**src/rtl/ik_arbiter.sv**
```systemverilog
// ik_arbiter: round-robin sharing of one inverse-kinematics solver between two
// requesters. Holds the granted point on the solver inputs, ignores the solver's
// stale valid during a settle window, waits for a fresh result (with timeout)
// and returns the angles tagged with the requester id.
`timescale 1ns/1ps
module ik_arbiter #(
  parameter int SETTLE_CYC  = 2,
  parameter int TIMEOUT_CYC = 200000,
  parameter int CNT_W       = 18
) (
  input  logic        clk,
  input  logic        rst_n,
  input  logic        req0_valid,
  input  logic [31:0] req0_x,
  input  logic [31:0] req0_y,
  output logic        req0_ready,
  input  logic        req1_valid,
  input  logic [31:0] req1_x,
  input  logic [31:0] req1_y,
  output logic        req1_ready,
  output logic [31:0] ik_x,
  output logic [31:0] ik_y,
  input  logic        ik_valid,
  input  logic [31:0] ik_xita1,
  input  logic [31:0] ik_xita2,
  output logic        rsp_valid,
  input  logic        rsp_ready,
  output logic        rsp_id,
  output logic [31:0] rsp_xita1,
  output logic [31:0] rsp_xita2,
  output logic        rsp_timeout,
  output logic        busy
);

  typedef enum logic [1:0] {
    S_IDLE   = 2'd0,
    S_SETTLE = 2'd1,
    S_WAIT   = 2'd2,
    S_RESP   = 2'd3
  } state_t;

  localparam logic [CNT_W-1:0] SETTLE_LAST  = CNT_W'(SETTLE_CYC - 1);
  localparam logic [CNT_W-1:0] TIMEOUT_LAST = CNT_W'(TIMEOUT_CYC - 1);

  state_t           state_q;
  logic [CNT_W-1:0] cnt_q;
  logic [CNT_W-1:0] cnt_d;
  logic             last_grant_q;
  logic [31:0]      ik_x_q;
  logic [31:0]      ik_y_q;
  logic             rsp_valid_q;
  logic             rsp_id_q;
  logic [31:0]      rsp_xita1_q;
  logic [31:0]      rsp_xita2_q;
  logic             rsp_timeout_q;
  logic             gnt0;
  logic             gnt1;

  assign cnt_d = cnt_q + CNT_W'(1);

  // Grant decision: sole valid requester wins, a tie goes to the one not served last.
  always_comb begin
    gnt0 = 1'b0;
    gnt1 = 1'b0;
    if (state_q == S_IDLE) begin
      if (req0_valid && req1_valid) begin
        gnt0 = last_grant_q;
        gnt1 = ~last_grant_q;
      end else begin
        gnt0 = req0_valid;
        gnt1 = req1_valid;
      end
    end
  end

  // Job sequencer: accept, settle, wait for fresh result or timeout, hold response.
  always_ff @(posedge clk) begin
    if (!rst_n) begin
      state_q       <= S_IDLE;
      cnt_q         <= '0;
      last_grant_q  <= 1'b1;
      ik_x_q        <= '0;
      ik_y_q        <= '0;
      rsp_valid_q   <= 1'b0;
      rsp_id_q      <= 1'b0;
      rsp_xita1_q   <= '0;
      rsp_xita2_q   <= '0;
      rsp_timeout_q <= 1'b0;
    end else begin
      case (state_q)
        S_IDLE: begin
          if (gnt0 || gnt1) begin
            ik_x_q       <= gnt1 ? req1_x : req0_x;
            ik_y_q       <= gnt1 ? req1_y : req0_y;
            rsp_id_q     <= gnt1;
            last_grant_q <= gnt1;
            cnt_q        <= '0;
            state_q      <= S_SETTLE;
          end
        end
        S_SETTLE: begin
          // The solver still shows the previous point's valid here; ignore it.
          if (cnt_q == SETTLE_LAST) begin
            cnt_q   <= '0;
            state_q <= S_WAIT;
          end else begin
            cnt_q <= cnt_d;
          end
        end
        S_WAIT: begin
          // A result on the last allowed cycle still beats the timeout.
          if (ik_valid) begin
            rsp_xita1_q   <= ik_xita1;
            rsp_xita2_q   <= ik_xita2;
            rsp_timeout_q <= 1'b0;
            rsp_valid_q   <= 1'b1;
            state_q       <= S_RESP;
          end else if (cnt_q == TIMEOUT_LAST) begin
            rsp_xita1_q   <= '0;
            rsp_xita2_q   <= '0;
            rsp_timeout_q <= 1'b1;
            rsp_valid_q   <= 1'b1;
            state_q       <= S_RESP;
          end else begin
            cnt_q <= cnt_d;
          end
        end
        S_RESP: begin
          if (rsp_ready) begin
            rsp_valid_q <= 1'b0;
            state_q     <= S_IDLE;
          end
        end
        default: state_q <= S_IDLE;
      endcase
    end
  end

  assign req0_ready  = gnt0;
  assign req1_ready  = gnt1;
  assign ik_x        = ik_x_q;
  assign ik_y        = ik_y_q;
  assign rsp_valid   = rsp_valid_q;
  assign rsp_id      = rsp_id_q;
  assign rsp_xita1   = rsp_xita1_q;
  assign rsp_xita2   = rsp_xita2_q;
  assign rsp_timeout = rsp_timeout_q;
  assign busy        = (state_q != S_IDLE);

endmodule

```
**config.mk**
```make
export PLATFORM = sky130hd
export DESIGN_NAME = ik_arbiter
export DESIGN_NICKNAME = d
export VERILOG_FILES = /design/src/rtl/ik_arbiter.sv
export SDC_FILE = /design/constraint.sdc
export NUM_CORES = 1
export LEC_CHECK = 0
export CORE_ASPECT_RATIO = 1.4
export CORE_MARGIN = 5
export CORE_UTILIZATION = 34
export DETAILED_ROUTE_END_ITERATION = 7
export PLACE_DENSITY = 0.77
export SYNTH_ARGS = -nofsm -noshare
export SYNTH_HDL_FRONTEND = slang
export SYNTH_SLANG_ARGS = --single-unit
```
**constraint.sdc**
```tcl
create_clock -name clk -period 1.98 [get_ports clk]
set_input_delay 0.396 -clock clk [delete_from_list [all_inputs] [get_ports clk]]
set_output_delay 0.396 -clock clk [all_outputs]
set_load 0.02 [all_outputs]
```
==> results of run 1 <==
-- per-stage QoR --
step	TNS, ps	hold WS, ps	utilization, %	std cells	cell area (µm²)
global route	-485	494	63.9	1105	10300
finish	0	478	63.9	1105	10300
CTS	0	481	63.2	1100	10200
detailed placement	-5970	462	58.9	1064	9530
global placement	-4350	460	58.9	1064	9530
floorplan	0	460	-	526	5580
-- how the worst min path moves through the flow --
stage / to / slack, ps / cells past startpoint
final: rsp_xita1[31] / 480 / 1
after global routing: rsp_xita1[31] / 490 / 1
after CTS: rsp_xita1[31] / 480 / 1
after detailed placement: rsp_xita2[19] / 460 / 1
after global placement: rsp_xita1[3] / 460 / 1
after floorplan: state_q[0] / 460 / 2
-- what timing repair did --
action / in CTS / in global routing
setup endpoints to repair: 23 / 52
pin swaps: 6 / 10
buffers inserted: 6 / 5
resized for setup: 20 / 26
-- power groups by stage --
stage	Sequential (mW)	Clock, mW	Combinational (mW)
2_1_floorplan	4.36	0	1.75
3_3_place_gp	3.84	0	4.62
3_5_place_dp	3.85	0	4.67
4_1_cts	3.80	3.30	4.87
5_1_grt	3.86	3.44	5.29
6_report	3.81	3.23	5.00
-- critical path, stage by stage, from the launching register on --
cell	delay (ps)
dfxtp_2	330
or4_4	550
or3_4	380
buf_6	140
o211ai_4	240
or4_4	170
a21oi_2	50
-- metal layers --
| metal | track usage, % | vias to the layer above | routed length (µm) | part of all wire, % |
|---|---|---|---|---|
| met5 | 0 | - | 11 | 0.049 |
| met4 | 9.49 | 2 | 688 | 3.1 |
| met3 | 7.53 | 41 | 1680 | 7.5 |
| met2 | 39.3 | 247 | 11900 | 53 |
| met1 | 24.0 | 2845 | 8140 | 36 |
| li1 | - | 2788 | - | - |
-- cell type report --
type,instances,share of cell area [%]
repair buffers,392,38.0
flip-flops and latches,152,29.5
multi-input cells,322,24.1
clock buffers,21,4.55
well taps,199,2.41
clock inverters,10,1.16
inverters,9,0.351
-- cell families after synthesis --
family | synth area share (%)
flops | 54.6
fa+ha+maj | 1.35
compound gates | 26.1
buf+inv | 3.68
simple gates | 12.1
mux | 0.180
xor+xnor | 1.89
-- flip-flops by register name, indices dropped and copies added, names as in the netlist --
| signal | cells |
|---|---|
| ik_x | 32 |
| ik_y | 32 |
| rsp_xita1 | 32 |
| rsp_xita2 | 32 |
| cnt_q | 18 |
| state_q | 2 |
| last_grant_q | 1 |
| rsp_id | 1 |
| rsp_timeout | 1 |
| rsp_valid | 1 |
-- cells in the final DEF, fill, tap and decap left out, types with 11 or more instances in the layout --
master / Yosys / routed
a222oi_1: 64 / 64
a22o_1: 64 / 64
buf_12: 0 / 11
buf_4: 0 / 44
clkbuf_16: 0 / 17
clkdlybuf4s50_1: 0 / 327
dfxtp_1: 152 / 149
nand3_1: 13 / 13
nor2_1: 81 / 79
xor2_1: 12 / 12
==> impl_metrics.csv, run 1 <==
group,metric,value,unit
synth,synthArstFlopShare,0,%
worst_setup_path,crit_type,"register to register",
timing,drv_slew,0,
route,routedWlPerCell,20.3,µm
global_routing,grt_antenna_before_repair,1,
worst_setup_path,r2r_cells,6,
pwr,p_seq_share,31.6,%
clock_network,clock_latency,410,ps
worst_setup_path,r2r_slack,9,ps
die,initial_core_util,34.4,%
worst_setup_path,crit_arrival,2250,ps
pwr,power_density,1160,nW/µm²
finish,seqCellArea,3050,µm²
timing,rsz0062_at_grt,"true",
place,hpwl,16.4,mm
global_routing,grt_max_degree,60,
global_routing,grt_pass1_vias,6176,
clock_network,hold_buffers,0,
clock_network,clk_pin_slew,60,ps
finish,fin_nets,1098,
pwr,pwr-share-comb,41.5,%
place,port_buffers,331,
timing,tightest_slew,418,ps
clock_network,clockBufferDepth,2,
die,dieArea,19100,µm²
timing,fmax,507,MHz
finish,multi_input_area,2490,µm²
clock_network,clock-root-buffer,"clkbuf_16",
pwr,vdd_drop_max,0.00131,V
die,die_h,161,µm
global_routing,grt_overflow,0,
global_routing,grt.total_usage,22.2,%
synth,synth_top_area_cell,"dfxtp_1",
pwr,power,12.0,mW
synth,synth.distinct_cells,48,
worst_setup_path,startpoint_type,"register",
synth,synth_ff_type,"dfxtp_1",
route,drcViolationCount,0,
route,vias,5923,
global_routing,grt_pass1_wl,33.7,mm
pwr,intPower,7.99,mW
die,row_count,55,
synth,synth_edf_count,0,
min_path,worstHoldStart,"rsp_xita1[31]",
pwr,switching_share,33.6,%
worst_setup_path,crit_end,"cnt_q[15]",
synth,ys_seq_area_share,54.6,%
status,status,"complete, no violations",
worst_setup_path,cp-end-kind,"register",
timing,worst_slack,8.84,ps
die,fp.coreArea,16200,µm²
timing,finalSetupViolCount,0,
finish,nFillCells,1284,
min_path,worstHoldPathType,"register to register",
synth,yosysMostFrequentCell,"dfxtp_1",
place,gp_congestion,0.874,
die,fp.dieW,118,µm
clock_network,cts.sinks,152,
synth,synth_top_cells_by_count,"dfxtp_1 (152), nor2_1 (81), a222oi_1 (64), a22o_1 (64), clkbuf_1 (36)",
place,dp_slack,-248,ps
die,boundaryPins,332,
worst_setup_path,cp_max_fo,6,
clock_network,cts_tree,"done",
clock_network,cts_buffers,17,
finish,antenna_cells,0,
worst_setup_path,r2r_start,"cnt_q[15]",
timing,min_period,1970,ps
finish,area_growth,85.5,%
finish,drive_gt1_share,14.8,%
route,drtPass1Iterations,8,
synth,yosys-top-cells-area,"dfxtp_1 (55%), a222oi_1 (12%), a22o_1 (10%), nor2_1 (5.5%), clkbuf_1 (2.4%)",
timing,finalHoldViolations,0,
timing,skew,12.6,ps
route,postRouteAntennaNets,0,
timing,fin_crit_sh,99.6,%
clock_network,htree_levels,4,
worst_setup_path,crit_required,2260,ps
synth,synth_top_area_share,54.6,%
timing,maxSlewHeadroom,71.9,%
synth,synthCells,526,
synth,syn-num-nets,730,
route,drt_iter0_drc,564,
synth,synth_seq_cells,152,
pwr,power.share.clock,26.8,%
synth,syn_area_per_cell,10.6,µm²
pwr,leakage,3.91,nW
worst_setup_path,startpoint,"cnt_q[15]",
pwr,power.switching,4.04,mW
route,via_per_inst,5.36,
worst_setup_path,r2r_end,"cnt_q[15]",
run,cap_violations,0,
synth,syn-cell-area,5570,µm²
route,wl,22.4,mm
synth,yosys_warnings,0,
No activity file was read; power rests on OpenSTA's default activity.
==> run 2, diff against run 1 <==
--- a/config.mk
+++ b/config.mk
@@ -9,6 +9,7 @@
 export CORE_MARGIN = 5
 export CORE_UTILIZATION = 34
 export DETAILED_ROUTE_END_ITERATION = 7
+export GPL_ROUTABILITY_DRIVEN = 0
 export PLACE_DENSITY = 0.77
 export SYNTH_ARGS = -nofsm -noshare
 export SYNTH_HDL_FRONTEND = slang
==> results of run 2 <==
Final layout, timing and power as in run 1 (identical DEF).
